File: config.mk
export PLATFORM = sky130hd
export DESIGN_NAME = conv_window_ctrl
export DESIGN_NICKNAME = d
export VERILOG_FILES = /design/src/rtl/conv_window_ctrl_pkg.sv /design/src/rtl/conv_window_ctrl_pos.sv /design/src/rtl/conv_window_ctrl.sv
export SDC_FILE = /design/constraint.sdc
export NUM_CORES = 1
export LEC_CHECK = 0
export BUFFER_PORTS_ARGS = -buffer_cell sky130_fd_sc_hd__buf_2
export CORE_ASPECT_RATIO = 1.75
export CORE_MARGIN = 2
export CORE_UTILIZATION = 32
export CTS_CLUSTER_SIZE = 8
export DETAILED_ROUTE_END_ITERATION = 10
export SETUP_SLACK_MARGIN = 0.1
export SLEW_MARGIN = 25
export SYNTH_ARGS = -nofsm -noshare
export SYNTH_HDL_FRONTEND = slang
export SYNTH_SLANG_ARGS = --single-unit
File: constraint.sdc
create_clock -name clock -period 3.5 [get_ports clock]
set_input_delay 0.175 -clock clock [delete_from_list [all_inputs] [get_ports clock]]
set_output_delay 0.175 -clock clock [all_outputs]
set_load 0.01 [all_outputs]
File: src/rtl/conv_window_ctrl_pkg.sv
// Shared types and sizing helpers for the convolution window controller.
// Build option CONV_CTRL_STATS_EN (used by conv_window_ctrl) enables the stall counter.
package conv_ctrl_pkg;

  typedef enum logic [2:0] {
    ST_IDLE   = 3'd0,
    ST_FILL   = 3'd1,
    ST_STREAM = 3'd2,
    ST_DRAIN  = 3'd3,
    ST_DONE   = 3'd4
  } ctrl_state_e;

  localparam int unsigned DEF_KERNEL_SIZE = 3;
  localparam int unsigned DEF_ROW_SIZE    = 28;
  localparam int unsigned DEF_COL_SIZE    = 28;
  localparam int unsigned STALL_CNT_W     = 16;

  // Counter width for a modulo-n position; never narrower than one bit.
  function automatic int unsigned cnt_width(input int unsigned n);
    return (n <= 2) ? 1 : $clog2(n);
  endfunction

  function automatic int unsigned windows_per_frame(input int unsigned k,
                                                    input int unsigned row_size,
                                                    input int unsigned col_size);
    return (row_size - k + 1) * (col_size - k + 1);
  endfunction

  localparam int unsigned DEF_COL_W   = cnt_width(DEF_ROW_SIZE);
  localparam int unsigned DEF_ROW_W   = cnt_width(DEF_COL_SIZE);
  localparam int unsigned DEF_WINDOWS = windows_per_frame(DEF_KERNEL_SIZE, DEF_ROW_SIZE,
                                                          DEF_COL_SIZE);

endpackage

File: src/rtl/conv_window_ctrl_pos.sv
// Pixel position tracker: column wraps at ROW_SIZE-1 and carries into the row.
// Module name pos_counter; clear has priority over enable.
module pos_counter
  import conv_ctrl_pkg::*;
#(
  parameter int unsigned ROW_SIZE = DEF_ROW_SIZE,
  parameter int unsigned COL_SIZE = DEF_COL_SIZE,
  parameter int unsigned CW       = DEF_COL_W,
  parameter int unsigned RW       = DEF_ROW_W
) (
  input  logic          clk,
  input  logic          rst_n,
  input  logic          clr,
  input  logic          en,
  output logic [CW-1:0] col,
  output logic [RW-1:0] row,
  output logic          last_col,
  output logic          last
);

  localparam logic [CW-1:0] COL_LAST = CW'(ROW_SIZE - 1);
  localparam logic [RW-1:0] ROW_LAST = RW'(COL_SIZE - 1);

  logic [CW-1:0] col_q, col_d;
  logic [RW-1:0] row_q, row_d;
  logic          last_row;

  assign last_col = (col_q == COL_LAST);
  assign last_row = (row_q == ROW_LAST);
  assign last     = last_col && last_row;

  always_comb begin
    col_d = col_q;
    row_d = row_q;
    if (clr) begin
      col_d = '0;
      row_d = '0;
    end else if (en) begin
      if (last_col) begin
        col_d = '0;
        row_d = last_row ? '0 : row_q + RW'(1);
      end else begin
        col_d = col_q + CW'(1);
      end
    end
  end

  always_ff @(posedge clk or negedge rst_n) begin
    if (!rst_n) begin
      col_q <= '0;
      row_q <= '0;
    end else begin
      col_q <= col_d;
      row_q <= row_d;
    end
  end

  assign col = col_q;
  assign row = row_q;

endmodule

File: src/rtl/conv_window_ctrl.sv
// Streaming convolution window sequencer: gates pixels into the line buffer and flags valid windows.
// Build option: define CONV_CTRL_STATS_EN to count backpressure stall cycles on stall_count.
module conv_window_ctrl
  import conv_ctrl_pkg::*;
#(
  parameter int unsigned KERNEL_SIZE = DEF_KERNEL_SIZE,
  parameter int unsigned ROW_SIZE    = DEF_ROW_SIZE,
  parameter int unsigned COL_SIZE    = DEF_COL_SIZE
) (
  input  logic                            clock,
  input  logic                            resetn,
  input  logic                            start,
  input  logic                            pixel_valid,
  output logic                            pixel_ready,
  output logic                            lb_shift_en,
  output logic                            window_valid,
  input  logic                            conv_ready,
  output logic [cnt_width(COL_SIZE)-1:0]  out_row,
  output logic [cnt_width(ROW_SIZE)-1:0]  out_col,
  output logic                            busy,
  output logic                            frame_done,
  output logic [STALL_CNT_W-1:0]          stall_count
);

  localparam int unsigned CW = cnt_width(ROW_SIZE);
  localparam int unsigned RW = cnt_width(COL_SIZE);

  localparam logic [RW-1:0] FILL_LAST_ROW = RW'(KERNEL_SIZE - 2);
  localparam logic [RW-1:0] WIN_ROW_MIN   = RW'(KERNEL_SIZE - 1);
  localparam logic [CW-1:0] WIN_COL_MIN   = CW'(KERNEL_SIZE - 1);

  ctrl_state_e   state_q, state_d;
  logic          win_valid_q, win_valid_d;
  logic [RW-1:0] out_row_q, out_row_d;
  logic [CW-1:0] out_col_q, out_col_d;

  logic [CW-1:0] col;
  logic [RW-1:0] row;
  logic          last_col;
  logic          last_pix;
  logic          frame_start;
  logic          in_feed;
  logic          accept;
  logic          win_hit;

  assign frame_start = start && (state_q == ST_IDLE);
  assign in_feed     = (state_q == ST_FILL) || (state_q == ST_STREAM);
  // A held window blocks intake so the line buffer never shifts under it.
  assign pixel_ready = in_feed && (!win_valid_q || conv_ready);
  assign accept      = pixel_valid && pixel_ready;
  assign lb_shift_en = accept;
  assign win_hit     = accept && (row >= WIN_ROW_MIN) && (col >= WIN_COL_MIN);

  pos_counter #(
    .ROW_SIZE (ROW_SIZE),
    .COL_SIZE (COL_SIZE),
    .CW       (CW),
    .RW       (RW)
  ) u_pos (
    .clk      (clock),
    .rst_n    (resetn),
    .clr      (frame_start),
    .en       (accept),
    .col      (col),
    .row      (row),
    .last_col (last_col),
    .last     (last_pix)
  );

  always_comb begin
    state_d = state_q;
    case (state_q)
      ST_IDLE: begin
        if (start) state_d = ST_FILL;
      end
      ST_FILL: begin
        if (accept && last_col && (row == FILL_LAST_ROW)) state_d = ST_STREAM;
      end
      ST_STREAM: begin
        if (accept && last_pix) state_d = ST_DRAIN;
      end
      ST_DRAIN: begin
        if (!win_valid_q || conv_ready) state_d = ST_DONE;
      end
      ST_DONE: begin
        state_d = ST_IDLE;
      end
      default: begin
        state_d = ST_IDLE;
      end
    endcase
  end

  always_comb begin
    win_valid_d = win_valid_q;
    out_row_d   = out_row_q;
    out_col_d   = out_col_q;
    if (win_hit) begin
      win_valid_d = 1'b1;
      out_row_d   = row - WIN_ROW_MIN;
      out_col_d   = col - WIN_COL_MIN;
    end else if (conv_ready) begin
      win_valid_d = 1'b0;
    end
  end

  always_ff @(posedge clock or negedge resetn) begin
    if (!resetn) begin
      state_q     <= ST_IDLE;
      win_valid_q <= 1'b0;
      out_row_q   <= '0;
      out_col_q   <= '0;
    end else begin
      state_q     <= state_d;
      win_valid_q <= win_valid_d;
      out_row_q   <= out_row_d;
      out_col_q   <= out_col_d;
    end
  end

`ifdef CONV_CTRL_STATS_EN
  logic [STALL_CNT_W-1:0] stall_q, stall_d;

  always_comb begin
    stall_d = stall_q;
    if (frame_start) begin
      stall_d = '0;
    end else if (win_valid_q && !conv_ready && (stall_q != '1)) begin
      stall_d = stall_q + STALL_CNT_W'(1);
    end
  end

  always_ff @(posedge clock or negedge resetn) begin
    if (!resetn) begin
      stall_q <= '0;
    end else begin
      stall_q <= stall_d;
    end
  end

  assign stall_count = stall_q;
`else
  assign stall_count = '0;
`endif

  assign window_valid = win_valid_q;
  assign out_row      = out_row_q;
  assign out_col      = out_col_q;
  assign busy         = (state_q != ST_IDLE);
  assign frame_done   = (state_q == ST_DONE);

endmodule

* Word-level counts from Yosys, hierarchy flattened
Cells that the tools add are included.
Word-level totals: output and inout bits 31, flip-flop bits (word level) 24, input port bits 5, word-level logic and storage cells 56
Cells by class: reduce and logical (&&, ||, !) cells 19, magnitude comparators 2, equality and inequality tests 11, add/subtract/negate cells 4, muxes and demuxes 14
Operators with widths (number):
- 5-bit two-way mux | 7
- 3-bit two-way mux | 4
- 3-bit one-hot mux with 4 select lines | 1
- 5-bit by 1-bit adder with 5-bit output, second input constant | 2
- 5-bit == test, second input constant | 2
- 5-bit by 2-bit greater-or-equal comparator with 1-bit output, second input constant | 2
- 5-bit by 2-bit subtractor with 5-bit output, second input constant | 2
- 1-bit logical AND | 9
- 3-bit by 2-bit == test with 1-bit output, second input constant | 2
- 2-bit nonzero test | 3
- 5-bit by 1-bit == test with 1-bit output, second input constant | 1
- 2-bit by 1-bit inequality test with 1-bit output, second input constant | 2
- 2-bit inequality test, second input constant | 2
- 4-bit AND reduction | 1
- 3-bit by 1-bit == test with 1-bit output, second input constant | 1
- 3-bit == test, second input constant | 1
- 3-bit zero test | 1
- 3-bit nonzero test | 1
- 1-bit logical OR | 2
- 1-bit two-way mux | 2
- 2-bit AND reduction | 1
- 1-bit zero test | 1

* Depth between registers and ports, before layout
Gate-level depths: netlist (run 1).
word-level depth 8, gate-level depth with buffers 7, depth with buffers taken out 6

* Modules after synthesis
From an unflattened synthesis (run 1), not the netlist that was laid out.
Unflattened totals: cell total of the unflattened synthesis 152, area, all modules 1498.9 um^2
By module, submodules not included:
- conv_window_ctrl | sequential area each 350.3 um^2, cells an instance 90, instances 1, area each 899.6 um^2
- pos_counter | sequential area each 250.2 um^2, cells an instance 62, instances 1, area each 599.3 um^2

* Worst setup path after synthesis (run 1)
Ideal clock, no wire load.
path type register to register, start point register u_pos.col_q[1], in the netlist u_pos.col[1], end point register u_pos.row_q[4], in the netlist u_pos.row[4], required time 3.422 ns, setup slack 1.745 ns, arrival time 1.677 ns, path buffers 1, library setup time 0.078 ns, period minus slack after synthesis 1.755 ns, cell stages (with the launch flop) 7, cell sequence dfrtp_1 ha_1 and4b_1 buf_2 nand4_4 or4_1 a21oi_1
Between the ends: cells in the longest elaborated chain, start to end 3
Ends and longest elaborated chain:
- from (decl) | RTL line conv_window_ctrl_pos.sv:24 | logic [CW-1:0] col_q, col_d;
- from (signal assigned) | RTL line conv_window_ctrl_pos.sv:53 | col_q <= col_d;
- 5-bit == test | RTL line conv_window_ctrl_pos.sv:28 | assign last_col = (col_q == COL_LAST);
- 2-bit nonzero test (no line)
- 2-bit AND reduction (no line)
- to (signal assigned) | RTL line conv_window_ctrl_pos.sv:54 | row_q <= row_d;
- to (decl) | RTL line conv_window_ctrl_pos.sv:25 | logic [RW-1:0] row_q, row_d;
No other way between the ends. A chain may end at the register's enable or synchronous reset.

* Final worst setup path (run 1)
start point register state_q[0], end point register out_row_q[3], in the netlist out_row[3]
Between the ends: cells in the longest elaborated chain, start to end 6, elaborated cells between the ends (all ways) 7, classes of those cells 2 x eq/ne; 5 x reduce/logical
Ends and longest elaborated chain:
- from (decl) | RTL line conv_window_ctrl.sv:32 | ctrl_state_e state_q, state_d;
- from (signal assigned) | RTL line conv_window_ctrl.sv:114 | state_q <= state_d;
- 3-bit by 1-bit == test with 1-bit output / 3-bit by 2-bit == test with 1-bit output (equally long branches) | RTL line conv_window_ctrl.sv:47 | assign in_feed = (state_q == ST_FILL) || (state_q == ST_STREAM);
- 1-bit logical OR * | RTL line conv_window_ctrl.sv:47
- 1-bit logical AND * | RTL line conv_window_ctrl.sv:49 | assign pixel_ready = in_feed && (!win_valid_q || conv_ready);
- 1-bit logical AND * | RTL line conv_window_ctrl.sv:50 | assign accept = pixel_valid && pixel_ready;
- 1-bit logical AND * (2 in series) | RTL line conv_window_ctrl.sv:52 | assign win_hit = accept && (row >= WIN_ROW_MIN) && (col >= WIN_COL_MIN);
- to (signal assigned) | RTL line conv_window_ctrl.sv:116 | out_row_q <= out_row_d;
- to (decl) | RTL line conv_window_ctrl.sv:34 | logic [RW-1:0] out_row_q, out_row_d;
Every way passes the cells marked *; elsewhere a longest branch is shown, timed or not.

==> results.tsv, run 1 <==
stage	metric	value	unit
run_status	status	finished clean	
timing	period_needed	2.22	ns
detailed_routing	drt_wl_total	2940	um
cts	cts_buffers	3	
logic_synthesis	synth_edf_count	0	
setup_path	cp-end-kind	register	
grt	antenna_found_initial	0	
logic_synthesis	yosys_warnings	0	
grt	grt-ovfl-total	0	
setup_path	crit_fanout	11	
timing	clock_skew	0.00481	ns
logic_synthesis	synth_cell_types	37	
logic_synthesis	synthXorXnorAreaFrac	0.0339	
setup_path	cp_num_buf_inv	0	
logic_synthesis	ys_ff_latch	24	
setup_path	worst-r2r-setup-slack	1.28	ns
setup_path	path_cells	xor2_2, and3_1, nand3_1, mux2_2	
cts	post_cts_resized	0	
detailed_routing	vias_per_cell	4.78	
flow_run	maxCapViolCount	0	
pwr	seq_power_share	0.392	
setup_path	worst_path_max_delay_cell	dfrtp_1	
logic_synthesis	synthCells	156	
setup_path	slowest_delay	0.51	ns
setup_path	path_class	register to register	
pwr	ir_drop	282	uV
floorplan	die_h	95.0	um
logic_synthesis	yosysSeqAreaShare	0.396	
logic_synthesis	synth_compound_area_frac	0.0809	
timing	slew_viol_final	0	
cts	h-tree-depth	1	
timing	hold_viol	0	
pwr	p_per_area	685	nW/um^2
logic_synthesis	synthAdderAreaFrac	0.0743	
pwr	power_frac_clock	0.218	
floorplan	die_w	56.0	um
final_layout	fill_cells	503	
placement	gp_congestion	0.741	
cts	clkTransAtPathRegs	0.09	ns
detailed_routing	first_pass_iters	4	
pwr	internal_power	0.714	mW
final_layout	drive_gt1_frac	0.208	
placement	placed_cells	220	
pwr	p_comb_frac	0.390	
timing	max_freq	0.450	GHz
timing	fin_crit_sh	0.634	
floorplan	start_util	0.328	
detailed_routing	drt-initial-drc-count	9	
detailed_routing	drc	0	
floorplan	pin_count	36	
logic_synthesis	muxShareOfSynthArea	0.0859	
grt	track_usage	0.114	
grt	grt_start_max_net_pins	25	
pwr	switching_power	0.421	mW
setup_path	worstPathRequired	3.66	ns
final_layout	mostFrequentLayoutCells	24 x dfrtp_1, 19 x buf_2, 16 x conb_1, 13 x nand2_1, 11 x inv_1	
final_layout	nNetsFinal	188	
setup_path	cp_top_family	simple AND/OR/NAND/NOR gates	
setup_path	arrival	2.38	ns
placement	io_buffer_count	19	
final_layout	layout.cells.non_filler	225	
timing	slew_headroom	0.629	
cts	clock_latency	0.27	ns
grt	grt_pass1_wl	4760	um
cts	cts_tree	done	
timing	fin_tns_setup	0	ns
cts	clock_path_buffers	2	
floorplan	core_area	4620	sq um
timing	rsz0062_at_grt	no	
logic_synthesis	avgSynthCellArea	9.71	sq um
logic_synthesis	synth_top_family_by_area	simple AND/OR/NAND/NOR gates	
floorplan	die_area	5320	sq um
final_layout	num_antenna_cells	0	
cts	post_cts_buffers	0	
detailed_routing	drtAntennaViolNets	0	
timing	tightest_slew	0.556	ns
logic_synthesis	synth-simple-area-share	0.195	
cts	cts_root_buf	clkbuf_8	
final_layout	final_common_cell	dfrtp_1	
detailed_routing	wl_per_cell	13.1	um
grt	grt_pass1_vias	987	
setup_path	cp-start-kind	register	
pwr	leakage	0.840	nW
pwr	sw_frac_of_total	0.371	
worst_hold_path	hold_path_class	input port to register	
cts	clock_sinks	24	
logic_synthesis	synthArstFlopShare	1.00	
timing	setup-violations-final	0	
pwr	p_total	1.13	mW
detailed_routing	vias	1076	
placement	dp_hpwl	2300	um
floorplan	placementRows	33	
logic_synthesis	ys.flop_type	dfrtp_1	
final_layout	area_delta_synth_final	9.25	%
cts	holdBufCountCts	1	
logic_synthesis	netlist_area	1520	sq um
per-stage QoR:
| step | hold slack [ns] | util | instance area, sq um | setup WS (ns) |
|---|---|---|---|---|
| 2_1_floorplan | -0.121 | - | 1570 | 1.75 |
| 3_3_place_gp | 0.197 | 0.340 | 1570 | 1.31 |
| 3_5_place_dp | 0.201 | 0.340 | 1570 | 1.25 |
| 4_1_cts | 0.210 | 0.358 | 1660 | 1.24 |
| 5_1_grt | 0.236 | 0.358 | 1660 | 1.09 |
| 6_report | 0.210 | 0.358 | 1660 | 1.28 |
sequential cells by signal (all words and copies together) (netlist names):
register      count
u_pos.col         5
state_q           3
out_col           5
out_row           5
window_valid      1
u_pos.row         5
area by class of cell:
class / count / area (sq um) / area share
clock buffers: 3 / 41.3 / 0.0249
well taps: 52 / 65.1 / 0.0393
repair buffers: 20 / 105 / 0.0635
inverters: 11 / 41.3 / 0.0249
clock inverters: 1 / 30.0 / 0.0181
multi-input cells: 114 / 772 / 0.466
flip-flops and latches: 24 / 601 / 0.363
cell families after synthesis:
group | Yosys count
xor+xnor | 5
fa+ha+maj | 9
flops | 24
other cells | 1
simple gates | 53
buf+inv | 33
mux | 12
compound gates | 19
tightest hold or removal path, stage by stage:
cell	delay, ns
buf_2	0.12
nand2_1	0.06
a31oi_1	0.08
synth_stat cells (2+ instances only):
cell type,number,share of area
nand2b_1,4,0.017
or4_1,2,0.0099
mux2i_1,4,0.026
ha_1,9,0.074
nor2_1,10,0.025
and3_1,2,0.0083
nor3_1,4,0.013
nor3b_1,2,0.0099
buf_2,3,0.0099
dfrtp_1,24,0.40
or3_1,2,0.0083
nor2b_1,2,0.0083
o21ai_0,4,0.013
xor2_1,4,0.023
and4b_1,2,0.013
a31oi_1,2,0.0083
nand3_1,3,0.0099
nand2_1,13,0.032
buf_4,17,0.084
mux2_2,8,0.059
a21oi_1,7,0.023
and2_1,3,0.012
inv_1,11,0.027
metal layers:
metal,track usage,up-vias,wire (um)
met5,0,-,0
met4,0.0536,0,48
met3,0.0163,2,102
met2,0.212,27,1570
met1,0.125,520,1210
li1,-,527,-
path summary, 6_finish.rpt:
| check | start | end | cells past startpoint |
|---|---|---|---|
| setup / recovery | state_q[0] | out_row[3] | 4 |
| hold / removal | start | state_q[0] | 3 |
| setup reg to reg | state_q[0] | out_row[3] | 4 |
| hold reg to reg | out_col[1] | out_col[1] | 1 |
| max in group asynchronous | resetn | u_pos.row[1] | 2 |
| min in group asynchronous | resetn | out_col[1] | 2 |
power groups by stage:
stage / clock network (mW) / registers [mW] / logic [mW]
after floorplan: 0 / 0.438 / 0.346
after global placement: 0 / 0.452 / 0.450
after detailed placement: 0 / 0.453 / 0.453
after CTS: 0.250 / 0.448 / 0.456
after global routing: 0.262 / 0.462 / 0.505
final: 0.247 / 0.445 / 0.443
(Power assumes the default switching activity.)
==> inputs of run 2 (changes only) <==
==> constraint.sdc (replaced) <==
create_clock -name clock -period 1.8 [get_ports clock]
set_input_delay 0.09 -clock clock [delete_from_list [all_inputs] [get_ports clock]]
set_output_delay 0.09 -clock clock [all_outputs]
set_load 0.01 [all_outputs]
==> run 2 against run 1 <==
Effect of this change:
- critical endpoint is now out_row[0]
- highest routed layer unchanged
- largest cell class unchanged
- setup slack worse by 1.2 ns
- critical path type unchanged
- register-to-register slack got worse by 1.2 ns
- global-route usage up 1.7 points
==> results.tsv, run 2 (synthesis gave the netlist of run 1 again) <==
stage	metric	value	unit	change
run_status	status	finished clean		unchanged
grt	grt_start_max_net_pins	25		unchanged
placement	io_buffer_count	19		unchanged
timing	max_freq	0.582	GHz	was 0.450 GHz
floorplan	die_h	95.0	um	unchanged
pwr	internal_power	1.52	mW	was 0.714 mW
grt	grt_pass1_wl	5440	um	was 4760 um
floorplan	pin_count	36		unchanged
cts	clock_sinks	24		unchanged
setup_path	setup.worst_path.start	u_pos.col[1]		was state_q[0]
detailed_routing	wl_per_cell	13.4	um	was 13.1 um
pwr	sw_frac_of_total	0.378		was 0.371
final_layout	area_delta_synth_final	24.2	%	was 9.25%
placement	dp_hpwl	2360	um	was 2300 um
grt	grt-ovfl-total	0		unchanged
pwr	p_per_area	1300	nW/um^2	was 685 nW/um^2
final_layout	mostFrequentLayoutCells	24 x dfrtp_1, 21 x buf_4, 19 x buf_2, 16 x conb_1, 13 x nand2_1		was 24 x dfrtp_1, 19 x buf_2, 16 x conb_1, 13 x nand2_1, 11 x inv_1
grt	grt_pass1_vias	1168		was 987
pwr	power_frac_clock	0.152		was 0.218
detailed_routing	first_pass_iters	4		unchanged
floorplan	core_area	4620	sq um	unchanged
timing	hold_viol	0		unchanged
grt	track_usage	0.131		was 0.114
worst_hold_path	min_from	start		unchanged
pwr	p_comb_frac	0.509		was 0.390
pwr	ir_drop	534	uV	was 282 uV
floorplan	die_w	56.0	um	unchanged
detailed_routing	drc	0		unchanged
setup_path	cp-start-kind	register		unchanged
final_layout	num_antenna_cells	0		unchanged
setup_path	crit_fanout	6		was 11
cts	h-tree-depth	1		unchanged
detailed_routing	drt_wl_total	3330	um	was 2940 um
pwr	seq_power_share	0.339		was 0.392
cts	cts_tree	done		unchanged
detailed_routing	vias	1203		was 1076
grt	antenna_found_initial	0		unchanged
floorplan	placementRows	33		unchanged
worst_hold_path	hold_path_class	input port to register		unchanged
final_layout	final_common_cell	dfrtp_1		unchanged
timing	rsz0062_at_grt	yes		was no
floorplan	start_util	0.328		unchanged
detailed_routing	drtAntennaViolNets	0		unchanged
timing	period_needed	1.72	ns	was 2.22 ns
final_layout	utilization	0.407		was 0.358
final_layout	drive_gt1_frac	0.342		was 0.208
flow_run	maxCapViolCount	0		unchanged
cts	clkTransAtPathRegs	0.09	ns	about the same
final_layout	fill_cells	466		was 503
pwr	switching_power	0.926	mW	was 0.421 mW
timing	setup-violations-final	0		unchanged
timing	slew_viol_final	0		unchanged
timing	slew_headroom	0.615		was 0.629
setup_path	r2r_start	u_pos.col[1]		was state_q[0]
cts	clock_latency	0.27	ns	about the same
placement	gp_congestion	0.694		was 0.741
setup_path	arrival	1.88	ns	was 2.38 ns
detailed_routing	vias_per_cell	4.85		was 4.78
detailed_routing	drt-initial-drc-count	11		was 9
setup_path	worstPathRequired	1.96	ns	was 3.66 ns
timing	clock_skew	0.00188	ns	was 0.00481 ns
setup_path	path_class	register to register		unchanged
placement	pre_cts_slack	-0.0108	ns	was 1.25 ns
floorplan	die_area	5320	sq um	unchanged
pwr	leakage	0.961	nW	was 0.840 nW
final_layout	layout.cells.non_filler	248		was 225
placement	placed_cells	233		was 220
cts	cts_buffers	3		unchanged
final_layout	nNetsFinal	211		was 188
timing	worst_slack	0.0826	ns	was 1.28 ns
cts	clock_path_buffers	2		unchanged
timing	fin_crit_sh	0.954		was 0.634
timing	tightest_slew	0.578	ns	was 0.556 ns
cts	cts_root_buf	clkbuf_8		unchanged
setup_path	cp-end-kind	register		unchanged
## run 2: layout make-up
cell class | count | area [sq um] | share of cell area
Tap cell | 52 | 65.1 | 0.0346
Multi-Input combinational cell | 116 | 857 | 0.455
Timing Repair Buffer | 41 | 263 | 0.140
Sequential cell | 24 | 601 | 0.319
Inverter | 11 | 41.3 | 0.0219
Clock buffer | 4 | 55.1 | 0.0293
## run 2: worst max-delay path, stage by stage (launching register included)
cell and delay (ns):
dfrtp_1 0.42, inv_1 0.09, ha_2 0.18, inv_1 0.04, a2111o_1 0.38, nand3_4 0.19, mux2_4 0.31
## run 2: through the flow
stage	TNS (ns)	power [mW]	area, sq um	hold slack (ns)
after floorplan	0	1.54	1590	-0.206
after global placement	0	1.88	1680	0.121
after detailed placement	-0.0358	1.90	1680	0.130
after CTS	0	2.43	1850	0.0919
after global routing	0	2.65	1880	0.0921
final	0	2.45	1880	0.0961
## run 2: path summary, 6_finish.rpt
path,to,slack (ns),cells past startpoint
min,state_q[0],0.1,3
max,out_row[0],0.08,6
min in group asynchronous,state_q[1],0.34,2
max reg2reg,out_row[0],0.08,6
max in group asynchronous,u_pos.row[1],1.08,2
min reg2reg,out_col[0],0.51,1
## run 2: repair_timing
action,CTS,global route
hold buffers,1,0
gates cloned,2,0
endpoints found under the setup margin,9,15
buffers inserted,5,3
pin swaps,5,1
endpoints found under the hold margin,24,0
resized for setup,12,4
## run 2: power groups by stage
stage          logic, mW  registers [mW]  clock network, mW
2_1_floorplan      0.684           0.852                  0
3_3_place_gp        1.04           0.842                  0
3_5_place_dp        1.05           0.844                  0
4_1_cts             1.21           0.834              0.386
5_1_grt             1.39           0.859              0.405
6_report            1.25           0.831              0.372
## run 2: layer usage
layer,global-route usage,vias up,share of wire
met2,0.253,26,0.57
met3,0.0190,7,0.031
met4,0.0694,0,0.026
met5,0,-,0
met1,0.132,591,0.38
li1,-,579,-
==> inputs of run 3 (changes only) <==
--- a/config.mk
+++ b/config.mk
@@ -9,7 +9,6 @@
 export CORE_ASPECT_RATIO = 1.75
 export CORE_MARGIN = 2
 export CORE_UTILIZATION = 32
-export CTS_CLUSTER_SIZE = 8
 export DETAILED_ROUTE_END_ITERATION = 10
 export SETUP_SLACK_MARGIN = 0.1
 export SLEW_MARGIN = 25
==> constraint.sdc (replaced) <==
create_clock -name clock -period 2.1 [get_ports clock]
set_input_delay 0.105 -clock clock [delete_from_list [all_inputs] [get_ports clock]]
set_output_delay 0.105 -clock clock [all_outputs]
set_load 0.01 [all_outputs]
==> run 3 against run 2 <==
Effect of this change:
- utilization fell by 3.1 points
- non-clock buffer count shrank 12
- worst hold slack better by 0.014 ns
- clock power rose by 11%
- via count down 6.7%
- maximum frequency down 9.1%
- final cell count shrank 5.6%
- sequential power down 12%
- critical path type unchanged
- largest cell class unchanged
- highest routed layer unchanged
==> results.tsv, run 3 (synthesis gave the netlist of run 1 again) <==
stage	metric	value	unit	change
detailed_routing	drtAntennaViolNets	0		unchanged
pwr	p_comb_frac	0.423		was 0.509
placement	dp_hpwl	2370	um	was 2360 um
floorplan	core_area	4620	sq um	unchanged
timing	max_freq	0.529	GHz	was 0.582 GHz
final_layout	nNetsFinal	197		was 211
placement	io_buffer_count	19		unchanged
floorplan	die_h	95.0	um	unchanged
worst_hold_path	hold_path_class	input port to register		unchanged
setup_path	path_class	register to register		unchanged
final_layout	layout.cells.non_filler	234		was 248
placement	placed_cells	229		was 233
timing	slew_viol_final	0		unchanged
detailed_routing	vias_per_cell	4.79		was 4.85
timing	tightest_slew	0.553	ns	was 0.578 ns
grt	grt-ovfl-total	0		unchanged
timing	rsz0062_at_grt	no		was yes
cts	clock_path_buffers	2		unchanged
setup_path	r2r_start	u_pos.col[0]		was u_pos.col[1]
cts	clkTransAtPathRegs	0.09	ns	about the same
final_layout	area_delta_synth_final	14.8	%	was 24.2%
timing	fin_crit_sh	0.899		was 0.954
detailed_routing	wl_per_cell	13.1	um	was 13.4 um
detailed_routing	vias	1122		was 1203
timing	period_needed	1.89	ns	was 1.72 ns
pwr	p_per_area	1140	nW/um^2	was 1300 nW/um^2
run_status	status	finished clean		unchanged
pwr	sw_frac_of_total	0.366		was 0.378
timing	clock_skew	0.00308	ns	was 0.00188 ns
placement	gp_congestion	0.793		was 0.694
grt	grt_pass1_wl	5170	um	was 5440 um
flow_run	maxCapViolCount	0		unchanged
detailed_routing	drc	0		unchanged
pwr	power_frac_clock	0.209		was 0.152
setup_path	crit_fanout	9		was 6
timing	hold_viol	0		unchanged
setup_path	ff2ff_path_depth	6		unchanged
timing	fin_tns_setup	0	ns	unchanged
cts	clock_sinks	24		unchanged
final_layout	drive_gt1_frac	0.258		was 0.342
grt	track_usage	0.123		was 0.131
worst_hold_path	min_from	start		unchanged
pwr	seq_power_share	0.368		was 0.339
cts	cts_tree	done		unchanged
setup_path	cp_top_family	flip-flops		unchanged
timing	setup-violations-final	0		unchanged
pwr	leakage	0.889	nW	was 0.961 nW
worst_hold_path	hold_depth	3		unchanged
grt	antenna_found_initial	0		unchanged
detailed_routing	drt-initial-drc-count	8		was 11
setup_path	path_cells	inv_1, ha_1, a2111o_1, nand3_1, buf_12, mux2_2		was inv_1, ha_2, inv_1, a2111o_1, nand3_4, mux2_4
pwr	ir_drop	520	uV	was 534 uV
worst_hold_path	hold_end	state_q[0]		unchanged
pwr	switching_power	0.724	mW	was 0.926 mW
setup_path	worst_path_max_delay_cell	dfrtp_1		unchanged
detailed_routing	first_pass_iters	3		was 4
detailed_routing	drt_wl_total	3060	um	was 3330 um
grt	grt_start_max_net_pins	25		unchanged
setup_path	slowest_delay	0.44	ns	was 0.42 ns
cts	cts_root_buf	clkbuf_8		unchanged
floorplan	pin_count	36		unchanged
final_layout	num_antenna_cells	0		unchanged
floorplan	placementRows	33		unchanged
timing	slew_headroom	0.631		was 0.615
setup_path	cp-start-kind	register		unchanged
setup_path	worstPathRequired	2.26	ns	was 1.96 ns
floorplan	die_area	5320	sq um	unchanged
cts	h-tree-depth	1		unchanged
cts	clock_latency	0.27	ns	about the same
grt	grt_pass1_vias	1074		was 1168
cts	post_cts_buffers	0		was 5
pwr	internal_power	1.25	mW	was 1.52 mW
setup_path	worst-r2r-setup-slack	0.21	ns	was 0.08 ns
cts	cts_buffers	3		unchanged
setup_path	cp_num_buf_inv	2		unchanged
setup_path	r2r-end	out_col[3]		was out_row[0]
final_layout	mostFrequentLayoutCells	23 x dfrtp_1, 19 x buf_2, 16 x conb_1, 13 x nand2_1, 11 x inv_1		was 24 x dfrtp_1, 21 x buf_4, 19 x buf_2, 16 x conb_1, 13 x nand2_1
floorplan	die_w	56.0	um	unchanged
floorplan	start_util	0.328		unchanged
setup_path	arrival	2.05	ns	was 1.88 ns
pwr	p_total	1.98	mW	was 2.45 mW
final_layout	final_common_cell	dfrtp_1		unchanged
setup_path	cp-end-kind	register		unchanged
[run 3: cell count changes in the layout (fill, tap and decap cells not counted), sizes merged]
cell	delta
nand3	-1
buf	-12
clkbuf	-1
nand4	-1
bufinv	+1
[run 3: cell type report]
| class | instances | area [sq um] |
|---|---|---|
| Clock buffer | 3 | 41.3 |
| Clock inverter | 1 | 30.0 |
| Fill cell | 490 | 2890 |
| Inverter | 11 | 41.3 |
| Multi-Input combinational cell | 114 | 774 |
| Sequential cell | 24 | 602 |
| Tap cell | 52 | 65.1 |
| Timing Repair Buffer | 29 | 185 |
[run 3: routing by layer]
metal | global-route usage | up-vias | share of wire
met5 | 0 | - | 0
met4 | 0.0516 | 0 | 0.018
met3 | 0.0163 | 4 | 0.039
met2 | 0.233 | 27 | 0.54
met1 | 0.135 | 546 | 0.40
li1 | - | 545 | -
[run 3: stage by stage]
step	instance area (sq um)	hold slack [ns]	util	worst slack, ns
2_1_floorplan	1570	-0.191	-	0.345
3_3_place_gp	1650	0.134	0.358	0.254
3_5_place_dp	1650	0.142	0.358	0.222
4_1_cts	1740	0.104	0.375	0.204
5_1_grt	1740	0.131	0.376	0.113
6_report	1740	0.110	0.376	0.211
[run 3: timing repair]
| item | 4_1_cts | 5_1_grt |
|---|---|---|
| hold buffers | 1 | 0 |
| hold endpoints to repair | 24 | 0 |
| gates resized for setup | 0 | 2 |
| endpoints found under the setup margin | 0 | 2 |
[run 3: worst max path at each step]
stage	start	end	slack [ns]	cells after the start
5_1_grt	u_pos.col[0]	u_pos.row[4]	0.11	5
6_report	u_pos.col[0]	out_col[3]	0.21	6
4_1_cts	u_pos.col[0]	out_col[3]	0.20	6
3_5_place_dp	u_pos.col[0]	out_col[3]	0.22	6
3_3_place_gp	u_pos.col[1]	u_pos.row[4]	0.25	5
2_1_floorplan	u_pos.col[1]	u_pos.row[4]	0.35	6
[run 3: power groups by stage]
stage          logic (mW)  clock network [mW]  registers, mW
2_1_floorplan       0.576                   0          0.730
3_3_place_gp        0.839                   0          0.731
3_5_place_dp        0.848                   0          0.736
4_1_cts             0.853               0.426          0.728
5_1_grt             0.944               0.437          0.754
6_report            0.836               0.413          0.729
[run 3: worst register-to-register path, stage by stage (launching register included)]
cell and delay (ns):
dfrtp_1 0.44, inv_1 0.07, ha_1 0.19, a2111o_1 0.41, nand3_1 0.18, buf_12 0.16
mux2_2 0.34
